### src/rtl/data_mem_arbiter_pkg.sv
// Shared types and helpers for the data memory arbiter.
package mem_arb_pkg;

    localparam int unsigned MAX_ID_WIDTH = 3;

    // Index width that never collapses to zero bits.
    function automatic int unsigned id_width(input int unsigned n);
        return (n <= 2) ? 1 : $clog2(n);
    endfunction

    typedef struct packed {
        logic                    valid;
        logic [MAX_ID_WIDTH-1:0] id;
        logic                    we;
    } resp_t;

endpackage

### src/rtl/data_mem_arbiter_rr_picker.sv
// Rotating priority picker: first valid bit at or after ptr_i, wrapping.
module rr_picker #(
    parameter int unsigned NUM_REQ  = 4,
    parameter int unsigned ID_WIDTH = 2
) (
    input  logic [NUM_REQ-1:0]  valid_i,
    input  logic [ID_WIDTH-1:0] ptr_i,
    output logic [NUM_REQ-1:0]  grant_o,
    output logic [ID_WIDTH-1:0] idx_o,
    output logic                any_o
);

    always_comb begin
        logic [ID_WIDTH-1:0] slot;
        grant_o = '0;
        idx_o   = '0;
        any_o   = 1'b0;
        slot    = '0;
        for (int unsigned k = 0; k < NUM_REQ; k++) begin
            slot = ID_WIDTH'((32'(ptr_i) + k) % NUM_REQ);
            if (!any_o && valid_i[slot]) begin
                any_o         = 1'b1;
                grant_o[slot] = 1'b1;
                idx_o         = slot;
            end
        end
    end

endmodule

### src/rtl/data_mem_arbiter.sv
// Round-robin arbiter sharing one synchronous-read data memory port, with
// an owner lock for atomic read-modify-write and a forced release timeout.
module data_mem_arbiter
    import mem_arb_pkg::*;
#(
    parameter int unsigned NUM_REQ    = 4,
    parameter int unsigned ID_WIDTH   = id_width(NUM_REQ),
    parameter int unsigned ADDR_WIDTH = 32,
    parameter int unsigned DATA_WIDTH = 32,
    parameter int unsigned LOCK_MAX   = 16
) (
    input  logic                             clk,
    input  logic                             rst,
    input  logic [NUM_REQ-1:0]               req_valid,
    input  logic [NUM_REQ-1:0]               req_we,
    input  logic [NUM_REQ-1:0]               req_lock,
    input  logic [NUM_REQ*ADDR_WIDTH-1:0]    req_addr,
    input  logic [NUM_REQ*DATA_WIDTH-1:0]    req_wdata,
    output logic [NUM_REQ-1:0]               req_ready,
    output logic                             resp_valid,
    output logic [ID_WIDTH-1:0]              resp_id,
    output logic                             resp_we,
    output logic [DATA_WIDTH-1:0]            resp_rdata,
    output logic                             lock_timeout,
    output logic                             mem_we,
    output logic [ADDR_WIDTH-1:0]            mem_addr,
    output logic [DATA_WIDTH-1:0]            mem_wdata,
    input  logic [DATA_WIDTH-1:0]            mem_rdata
);

    localparam int unsigned CNT_W = id_width(LOCK_MAX);

    logic [ADDR_WIDTH-1:0] addr_arr  [NUM_REQ];
    logic [DATA_WIDTH-1:0] wdata_arr [NUM_REQ];

    logic [ID_WIDTH-1:0]   rr_ptr_q, rr_ptr_d;
    logic                  lock_active_q, lock_active_d;
    logic [ID_WIDTH-1:0]   lock_owner_q, lock_owner_d;
    logic [CNT_W-1:0]      lock_cnt_q, lock_cnt_d;
    logic                  lock_timeout_q, lock_timeout_d;
    resp_t                 resp_q, resp_d;
    logic [ADDR_WIDTH-1:0] last_addr_q, last_addr_d;
    logic [DATA_WIDTH-1:0] last_wdata_q, last_wdata_d;

    logic [NUM_REQ-1:0]    eligible;
    logic [NUM_REQ-1:0]    grant;
    logic [ID_WIDTH-1:0]   win_idx;
    logic                  win;
    logic                  unused_resp_id_bits;

    for (genvar g = 0; g < NUM_REQ; g++) begin : g_unpack
        assign addr_arr[g]  = req_addr[g*ADDR_WIDTH +: ADDR_WIDTH];
        assign wdata_arr[g] = req_wdata[g*DATA_WIDTH +: DATA_WIDTH];
    end

    // While locked only the owner may compete; nothing is granted in reset.
    always_comb begin
        eligible = req_valid;
        if (rst) begin
            eligible = '0;
        end else if (lock_active_q) begin
            eligible = req_valid & (NUM_REQ'(1) << lock_owner_q);
        end
    end

    rr_picker #(
        .NUM_REQ  (NUM_REQ),
        .ID_WIDTH (ID_WIDTH)
    ) u_picker (
        .valid_i (eligible),
        .ptr_i   (rr_ptr_q),
        .grant_o (grant),
        .idx_o   (win_idx),
        .any_o   (win)
    );

    assign req_ready = grant;

    // Idle cycles park the address bus on the previous winner's access.
    always_comb begin
        mem_we    = win & req_we[win_idx];
        mem_addr  = win ? addr_arr[win_idx]  : last_addr_q;
        mem_wdata = win ? wdata_arr[win_idx] : last_wdata_q;
    end

    always_comb begin
        rr_ptr_d       = rr_ptr_q;
        lock_active_d  = lock_active_q;
        lock_owner_d   = lock_owner_q;
        lock_cnt_d     = lock_cnt_q;
        lock_timeout_d = 1'b0;
        last_addr_d    = mem_addr;
        last_wdata_d   = mem_wdata;
        resp_d.valid   = win;
        resp_d.id      = MAX_ID_WIDTH'(win_idx);
        resp_d.we      = mem_we;

        if (win && !lock_active_q) begin
            rr_ptr_d = (win_idx == ID_WIDTH'(NUM_REQ - 1)) ? '0 : win_idx + ID_WIDTH'(1);
        end

        // Forced release takes precedence over anything the owner does.
        if (lock_active_q && lock_cnt_q == CNT_W'(LOCK_MAX - 1)) begin
            lock_active_d  = 1'b0;
            lock_cnt_d     = '0;
            lock_timeout_d = 1'b1;
        end else if (win && req_lock[win_idx]) begin
            lock_active_d = 1'b1;
            lock_owner_d  = win_idx;
            lock_cnt_d    = lock_active_q ? lock_cnt_q + CNT_W'(1) : '0;
        end else if (win && lock_active_q) begin
            lock_active_d = 1'b0;
            lock_cnt_d    = '0;
        end else if (lock_active_q) begin
            lock_cnt_d = lock_cnt_q + CNT_W'(1);
        end
    end

    always_ff @(posedge clk or posedge rst) begin
        if (rst) begin
            rr_ptr_q       <= '0;
            lock_active_q  <= 1'b0;
            lock_owner_q   <= '0;
            lock_cnt_q     <= '0;
            lock_timeout_q <= 1'b0;
            resp_q         <= '0;
            last_addr_q    <= '0;
            last_wdata_q   <= '0;
        end else begin
            rr_ptr_q       <= rr_ptr_d;
            lock_active_q  <= lock_active_d;
            lock_owner_q   <= lock_owner_d;
            lock_cnt_q     <= lock_cnt_d;
            lock_timeout_q <= lock_timeout_d;
            resp_q         <= resp_d;
            last_addr_q    <= last_addr_d;
            last_wdata_q   <= last_wdata_d;
        end
    end

    assign resp_valid          = resp_q.valid;
    assign resp_id             = resp_q.id[ID_WIDTH-1:0];
    assign resp_we             = resp_q.we;
    assign resp_rdata          = mem_rdata;
    assign lock_timeout        = lock_timeout_q;
    assign unused_resp_id_bits = ^resp_q.id;

endmodule

### config.mk
export PLATFORM = sky130hd
export DESIGN_NAME = data_mem_arbiter
export DESIGN_NICKNAME = d
export VERILOG_FILES = /design/src/rtl/data_mem_arbiter_pkg.sv /design/src/rtl/data_mem_arbiter_rr_picker.sv /design/src/rtl/data_mem_arbiter.sv
export SDC_FILE = /design/constraint.sdc
export NUM_CORES = 1
export LEC_CHECK = 0
export BUFFER_PORTS_ARGS = -buffer_cell sky130_fd_sc_hd__buf_2
export CELL_PAD_IN_SITES_DETAIL_PLACEMENT = 0
export CELL_PAD_IN_SITES_GLOBAL_PLACEMENT = 1
export CORE_AREA = 3 3 159 161
export CTS_CLUSTER_DIAMETER = 30
export CTS_CLUSTER_SIZE = 20
export DETAILED_ROUTE_END_ITERATION = 8
export DIE_AREA = 0 0 162 164
export PLACE_DENSITY = 0.66
export REMOVE_ABC_BUFFERS = 1
export SYNTH_ARGS = -nofsm -noshare
export SYNTH_HDL_FRONTEND = slang
export SYNTH_SLANG_ARGS = --single-unit
### constraint.sdc
create_clock -name clk -period 3 [get_ports clk]
set_input_delay 0 -clock clk [delete_from_list [all_inputs] [get_ports clk]]
set_output_delay 0 -clock clk [all_outputs]
set_load 0.02 [all_outputs]
==> results of run 1 <==
[final timing paths]
| kind | startpoint | to | slack, ns | depth (start not counted) |
|---|---|---|---|---|
| max | rr_ptr_q[1] | mem_wdata[28] | -0.39 | 14 |
| min | req_wdata[110] | last_wdata_q[14] | -0.002 | 3 |
| max reg2reg | rr_ptr_q[1] | last_wdata_q[30] | -0.34 | 18 |
| min reg2reg | last_wdata_q[11] | last_wdata_q[11] | 0.58 | 2 |
| max in group asynchronous | rst | last_addr_q[14] | 1.92 | 4 |
| min in group asynchronous | rst | resp_we | 0.39 | 3 |
[cells by family (layout without fill, tap and decap cells)]
logic type,Yosys count,after routing
AO/OA/AOI/OAI,183,183
multiplexers,135,135
flip-flops,78,78
adder cells (fa/ha/maj),5,5
buffers and inverters,83,497
XOR/XNOR,3,3
AND/OR/NAND/NOR,56,56
[cell usage after synthesis, drive strengths merged (5+ instances only)]
master	count	area share
nand2b	5	0.0057
or3b	5	0.0079
a211oi	5	0.0086
inv	7	0.0047
a21oi	79	0.074
mux2	66	0.14
nand2	13	0.0088
dfrtp	78	0.35
o22ai	65	0.073
buf	61	0.084
nor2	12	0.0081
o21ai	6	0.0054
clkbuf	15	0.010
ha	5	0.011
mux2i	67	0.12
[power breakdown]
group | switching [mW] | total (mW) | leakage (nW) | internal (mW)
Clock | 0.486 | 1.18 | 0.148 | 0.692
Combinational | 7.45 | 15.4 | 3.63 | 7.95
Sequential | 0.244 | 1.89 | 0.912 | 1.65
[tightest hold or removal path, cell delays in order]
cell and delay, ns:
sky130_fd_sc_hd__buf_2 0.08, sky130_fd_sc_hd__mux2i_1 0.07, sky130_fd_sc_hd__a21oi_2 0.15
[sequential cells by signal, summed over array words and instances (netlist names)]
register       flops
last_addr_q       32
last_wdata_q      32
lock_active_q      1
lock_cnt_q         4
lock_owner_q       2
lock_timeout       1
resp_id            2
resp_valid         1
resp_we            1
rr_ptr_q           2
[metal layers]
metal	vias to the layer above	part of all wire	track usage
met4	4	0.016	0.03645
met2	270	0.46	0.2673
met5	-	0.0056	0.03788
met1	2927	0.42	0.2206
li1	2847	-	-
met3	32	0.094	0.07516
[layout make-up]
type                            count  area, um2
Clock buffer                       11      252.7
Timing Repair Buffer              475       3366
Fill cell                        2434      14240
Sequential cell                    78       1954
Clock inverter                      4      55.05
Multi-Input combinational cell    382       3807
Tap cell                          324      405.4
Inverter                            7      27.53
[what timing repair did]
| item | in CTS | in global routing |
|---|---|---|
| setup endpoints to repair | 140 | 141 |
| endpoints found under the hold margin | 41 | 0 |
| gates resized for setup | 125 | 142 |
| hold buffers | 18 | 0 |
| setup buffers | 23 | 21 |
| gates cloned | 1 | 6 |
| pin swaps | 20 | 11 |
[metrics by stage]
step | cell area (um2) | TNS (ns) | hold WS (ns)
after CTS | 8959 | -39.54 | 0.0001367
after detailed placement | 7776 | -24.53 | 0.0001367
final | 9868 | -23.66 | -0.001644
after global routing | 9868 | -37.33 | 0.0001170
after global placement | 7776 | -16.32 | 0.0001367
after floorplan | 5014 | -364.27 | 0
==> run summary, run 1 <==
The DRC marker count from the first detailed-route iteration is about 180. The synthesized instance count is 543. The mean post-synth cell area is just over 10 um2.

At the pin with the least slew margin, the transition time is about 0.66 ns. The total overflow reported by the global router is 0. For this design the top-level I/O count stands at 408. Setup repair after global routing could not meet its margin everywhere. The post-layout minimum cycle time came out at 3.395 ns. Along the worst path, the maximum fanout reaches 8.

The launching element type of the critical path is a register. The cell row count is 57. The total count of hold-check failures in the final report is 1.

Across every metal layer, demand over resource in global routing totals 0.1724. The number of vias per cell after detailed routing is about 4.7. The residual DRC count is 0.

Clock tree synthesis selected as its root buffer the cell sky130_fd_sc_hd__clkbuf_16. For this block, the via count after detailed routing is ~6100. Counting stages on the worst path, the most repeated cell is sky130_fd_sc_hd__buf_12. After synthesis the netlist holds a flip-flop and latch count of 78.

The fraction of registers with async set or reset after synthesis came out at 1.000. The kind of path behind the tightest hold check is input pin to register. Of the available clock period, the critical path in the final layout requires 1.132. The final core utilization came out at 0.4094. The tightest hold margin is -0.001644 ns. In this run the deepest clock path goes through 2 buffers. The count of unique library cells instantiated by Yosys came out at 57.

The net total in the final layout came out at approximately 1300. The congestion estimate from routability-driven global placement came to 0.8434. The floorplan step defined a die boundary enclosing around 0.027 mm2. The initial antenna violation count came out at 1. The count of yosys warnings during synthesis is 0. The first global-routing pass estimated 35240 um of wire. The CTS sink count came out at 78.

The checks that failed: negative hold slack, negative setup slack. The die span in x came out at around 160 um. Measured against the total synthesized area, the mux share comes to 0.2644. The maximum resistive drop on vdd is between 0.9 and 1 mV. Buffers inserted during clock tree synthesis total 9.

At the later pin of the worst-skew pair, clock insertion delay measures 0.34 ns. Entering global routing, the biggest net connects around 50 pins. Before antenna repair, the detailed router went through 4 iterations. The number of slew-limit violations in the final report came out at 0.

The adder and majority gate portion of the synthesized area came out at 0.01131. After detailed routing, the average wire length per cell comes to between 15 and 20 um. The final setup violation count came out at 84. The tightest slew margin relative to the limit came out at 0.5610. The number of buffers and inverters on the critical path is 5. STA classifies the critical path endpoint as an output port. The post-placement setup slack came out at -0.2499 ns. The critical path arrival is 3.39 ns.

Once layout is complete, the cells apart from fillers number approximately 1300. The share of layout cells above drive strength 1 is 0.6667. The via count of the first global-routing pass was 6031. Total power for the finished layout comes to roughly 18 mW.

The height of the die is roughly 160 um. The most used flip-flop cell after synthesis is sky130_fd_sc_hd__dfrtp_1. The complex-gate fraction of the synthesized area is 0.2126.

The leakage power total is between 4 and 5 nW. The area growth from synthesis to layout is 78.36%. In this run, synthesis inferred 0 flip-flops with an integrated enable. The TritonCTS clock tree is done.

The library cell used most frequently in the layout, excluding fill and tap cells, is sky130_fd_sc_hd__buf_2. The share of synthesized area occupied by flip-flops and latches is 0.3528. The critical path is of the register to output port type. The count of nets left with antenna violations once routing finished came out at 0. The delay contributed by the slowest stage of the critical path is 0.56 ns. The initial core utilization came out at 0.2295. In the layout the commonest cells are 296 x sky130_fd_sc_hd__buf_2, 91 x sky130_fd_sc_hd__buf_4, 76 x sky130_fd_sc_hd__dfrtp_1. The simple-gate portion of the synthesized area came out at 0.05563. Clock-pin slew was measured on the worst setup and hold paths at 0.08 ns. The final routed wirelength across all metal layers came out at 25410 um. The power density over the cells is 1872 mW/mm2. Derived from the worst setup path, the maximum achievable clock frequency is approximately 0.29 GHz. The required time at the worst-slack endpoint came out at about 3.0 ns. The number of port buffers came out at ~340.

Of the total synthesized cell area, the portion taken by XOR and XNOR cells is 0.004749. Across all setup checks in the final design, the least slack found is -0.3945 ns. The flow ran to the end, but the final reports show violations.

The instance count after placement with tap cells included is 1198. Max-cap violations in this run came to 0. The family with the most delay on the worst path is simple AND/OR/NAND/NOR gates. After synthesis, the largest family of logic cells by area is multiplexers. The largest individual stage delay along the critical path comes from the cell sky130_fd_sc_hd__or4_4. The critical path goes through inv_2 > ha_4 > nor2b_4 > nor4bb_1 > or4_4 > a2111oi_4 > o41a_4 > buf_12 > buf_12 > buf_12 > mux2_4 > o22ai_4 > a21oi_2 > buf_6. The total number of H-tree levels came out at 3. The number of antenna diodes in the final layout is 0.

After synthesis the cells add up to around 0.0055 mm2. The final setup skew came out at around 0.017 ns. The placeable core region is 0.02411 mm2. The placed wire-length estimate after detailed placement came out at 18120 um.
Note: power is estimated with default switching activity, not from simulation.
==> run 2, diff against run 1 <==
BUFFER_PORTS_ARGS = -buffer_cell sky130_fd_sc_hd__clkbuf_2   (was -buffer_cell sky130_fd_sc_hd__buf_2)
REMOVE_ABC_BUFFERS = not set   (was 1)
==> run 2 against run 1 <==
Effect of this change:
- the run still ends with negative hold slack, negative setup slack left
- register-to-register slack improved by 0.05 ns
- sequential share of layout area fell by 2.1 points
- count of clock-buffer cells in the layout fell by 1
- sequential cell count did not move
- first-iteration DRC count rose by 30%
- clock skew fell by 0.0095 ns
- critical path depth did not move
- final area rose by 12%
==> run summary, run 2 (synthesized netlist as in run 1, its figures left out) <==
The flow ran to the end, but the final reports show violations. The final reports fail on negative hold slack, negative setup slack. The die area is 0.02657 mm2 (unchanged). The clock buffer count from CTS was 9 (unchanged). The final setup skew came out at 0.007687 ns (-0.009523 ns).

The beginning of the worst register-to-register path is rr_ptr_q[0]. The library cells used most frequently in the layout, excluding fill and tap cells, are 277 x sky130_fd_sc_hd__clkbuf_2, 83 x sky130_fd_sc_hd__buf_4, 75 x sky130_fd_sc_hd__dfrtp_1. The most common cell type on the critical path is sky130_fd_sc_hd__buf_12. The detailed-route wire length per cell came out at 19.33 um (-2.5%). The maximum buffer depth of the clock tree came out at 2 (unchanged).

The path with the worst hold slack has its endpoint at last_addr_q[19]. Leaving out fill and tap cells, the most frequent cell in the layout is sky130_fd_sc_hd__clkbuf_2. The delay contributed by the slowest stage of the critical path is 0.55 ns (about the same).

The largest net degree at the start of global routing was 79 (+61%). The clock transition at the registers of the reported paths came out at 0.07 ns (about the same). The die span in x came out at 162 um (unchanged). The cell chosen for the clock root is sky130_fd_sc_hd__clkbuf_16. The number of port buffers was 343 (unchanged).

The final setup violation count was 91 (+8.3%). The placed wire-length estimate after detailed placement came to 16700 um (-7.8%). The number of maximum-capacitance constraint violations is 0 (unchanged).

The vias after detailed routing came out at 6216 (+2.2%). The family with the most delay on the worst path is simple AND/OR/NAND/NOR gates. The global-route total usage across every layer came out at 0.1716 (-0.0007033). The final standard cell area without fillers is 0.01103 mm2 (+12%).

The number of antenna repair diodes came to 0 (unchanged). The post-placement cell area came out at 0.008109 mm2 (+4.3%). The final worst-path cycle share is 1.137 (+0.005471). Setup repair after global routing could not meet its margin everywhere. The CTS sink count came to 78 (unchanged). The path class of the tightest hold or removal check is input pin to register.

The number of I/O pins came to 408 (unchanged). The final estimated routing congestion in global placement came out at 0.8075 (-4.3%). The instance count after placement with tap cells included is 1204 (+0.50%). The placeable core region is 0.02411 mm2 (unchanged). The highest attainable clock frequency came out at 0.2932 GHz (-0.48%).

The final routed wirelength across all metal layers is 25710 um (+1.2%). The number of slew-limit violations in the final report came out at 0 (unchanged). The post-layout minimum cycle time was 3.411 ns (+0.01641 ns). The final standard cell count with taps included and fillers excluded is 1330 (+3.8%). The number of buffers and inverters on the critical path came out at 5 (unchanged).

The global-route wire length before repair came out at 35530 um (+0.82%). The worst setup path is launched from a register. The DRC marker count from the first detailed-route iteration is 239 (+30%).

The largest fanout on the critical path came out at 11 (+3). The total overflow reported by the global router is 0 (unchanged). The height of the die was 164 um (unchanged). The depth of the worst register-to-register path is 15 (-3). The count of cell instances traversed by the critical path was 14 (unchanged). The largest registers in the layout are last_addr_q (32), last_wdata_q (32), lock_cnt_q (4). The critical path arrival is 3.41 ns (+0.02 ns). The tightest slew margin relative to the limit is 0.4544 (-0.1066). The register-to-register setup slack came out at -0.29 ns (+0.05 ns).

The cell row count is 57 (unchanged). The tightest hold margin is -0.008661 ns (-0.007017 ns). The startpoint identified for the worst hold timing path is req_addr[115]. The slew of the pin with the lowest slew margin came to 0.8184 ns (+0.1599 ns). The synthesized netlist net count came out at 850. The count of cells along the worst hold path came out at 3 (unchanged). The layout overhead on the synthesized area is 99.32%. The via count of the first global-routing pass came to 6399 (+6.1%). The clock network latency to the later pin of the worst-skew pair came out at 0.34 ns (about the same). The remaining antenna violation count after routing was 0 (unchanged).

The initial core utilization was 0.2295 (unchanged). The final worst-path setup slack is -0.4109 ns (-0.01641 ns). The worst register-to-register path ends at lock_cnt_q[1]. The TritonCTS clock tree is done.

The residual DRC count is 0 (unchanged). For this design, the slowest cell found on the critical path is sky130_fd_sc_hd__or4_4. The number of vias per cell after detailed routing came out at 4.674 (-1.5%). The share of layout cells above drive strength 1 is 0.7117 (+0.04506).

The critical path goes through inv_8 > ha_4 > nor2b_4 > nor4bb_1 > or4_4 > a2111oi_4 > o41a_4 > buf_12 > buf_12 > buf_12 > mux2_1 > o22ai_1 > a21oi_2 > clkbuf_4. The first-pass iteration count of the detailed router came out at 4 (unchanged). The required time at the worst-slack endpoint came out at 3.00 ns (about the same). The total number of H-tree levels came out at 3 (unchanged). Tracing the worst setup path back leads to its startpoint at rr_ptr_q[0]. The endpoint class of the critical path is an output port. The total count of hold-check failures in the final report is 1 (unchanged). The critical path in this run is classified as register to output port. The net total in the final layout came out at 1308 (+3.8%). The initial antenna violation count is 1 (unchanged).
-- run 2: cell count changes in the layout (fill, tap and decap cells not counted), moves of 8 or more --
cell / delta
sky130_fd_sc_hd__buf_4: -8
sky130_fd_sc_hd__o22ai_2: +15
sky130_fd_sc_hd__clkbuf_2: +277
sky130_fd_sc_hd__mux2_4: +9
sky130_fd_sc_hd__buf_6: -8
sky130_fd_sc_hd__clkbuf_8: +20
sky130_fd_sc_hd__dlygate4sd3_1: +38
sky130_fd_sc_hd__mux2_1: -9
sky130_fd_sc_hd__a21oi_1: -24
sky130_fd_sc_hd__mux2i_1: -12
sky130_fd_sc_hd__a21oi_2: +22
sky130_fd_sc_hd__buf_2: -287
sky130_fd_sc_hd__mux2i_4: +10
sky130_fd_sc_hd__o22ai_1: -19
-- run 2: what timing repair did --
| action | CTS | global route |
|---|---|---|
| gates cloned | 5 | 5 |
| hold buffers | 56 | 0 |
| endpoints found under the setup margin | 140 | 142 |
| pin swaps | 6 | 17 |
| resized for setup | 130 | 242 |
| endpoints found under the hold margin | 113 | 0 |
| buffers inserted | 18 | 28 |
-- run 2: worst max path at each step --
stage                           endpoint  slack, ns
after floorplan           last_addr_q[6]      -0.23
after global placement     lock_cnt_q[3]      -0.22
after detailed placement   lock_cnt_q[0]      -0.21
after CTS                    mem_addr[6]      -0.48
after global routing         mem_addr[9]      -0.52
final                      mem_wdata[11]      -0.41
-- run 2: layer usage --
layer,routed length [um],vias up,share of wire,global-route usage
met5,0,-,0,0
met4,338,0,0.013,0.03877
met3,1575,25,0.061,0.04061
met2,13400,254,0.52,0.3072
met1,10400,2979,0.40,0.2095
li1,-,2958,-,-
-- run 2: worst reg2reg max path: cells and delay by family (launching register included) --
family          cells  cell delay (ns)
simple gates        4             0.85
fa+ha+maj           1             0.19
compound gates      4             0.75
flops               1             0.44
buf+inv             5             0.62
mux                 1             0.32
-- run 2: layout make-up --
cell class,count,area [um2]
Tap cell,324,405.4
Multi-Input combinational cell,382,4220
Fill cell,2327,13080
Inverter,7,37.54
Sequential cell,78,1956
Clock inverter,6,86.33
Clock buffer,10,229.0
Timing Repair Buffer,523,4094
-- run 2: metrics by stage --
| stage | setup TNS, ns | util | setup WS, ns | hold slack, ns |
|---|---|---|---|---|
| floorplan | -17.58 | - | -0.2316 | 0.1126 |
| global placement | -16.00 | 0.3364 | -0.2153 | 0.0001367 |
| detailed placement | -20.40 | 0.3364 | -0.2124 | 0.0001367 |
| CTS | -31.69 | 0.4077 | -0.4808 | 0.0001367 |
| global route | -38.22 | 0.4575 | -0.5153 | 0.00004118 |
| finish | -25.91 | 0.4575 | -0.4109 | -0.008661 |
Power of run 2 is not shown: default switching activity piles up to over one toggle a cycle in this logic, so the estimate is an artifact.
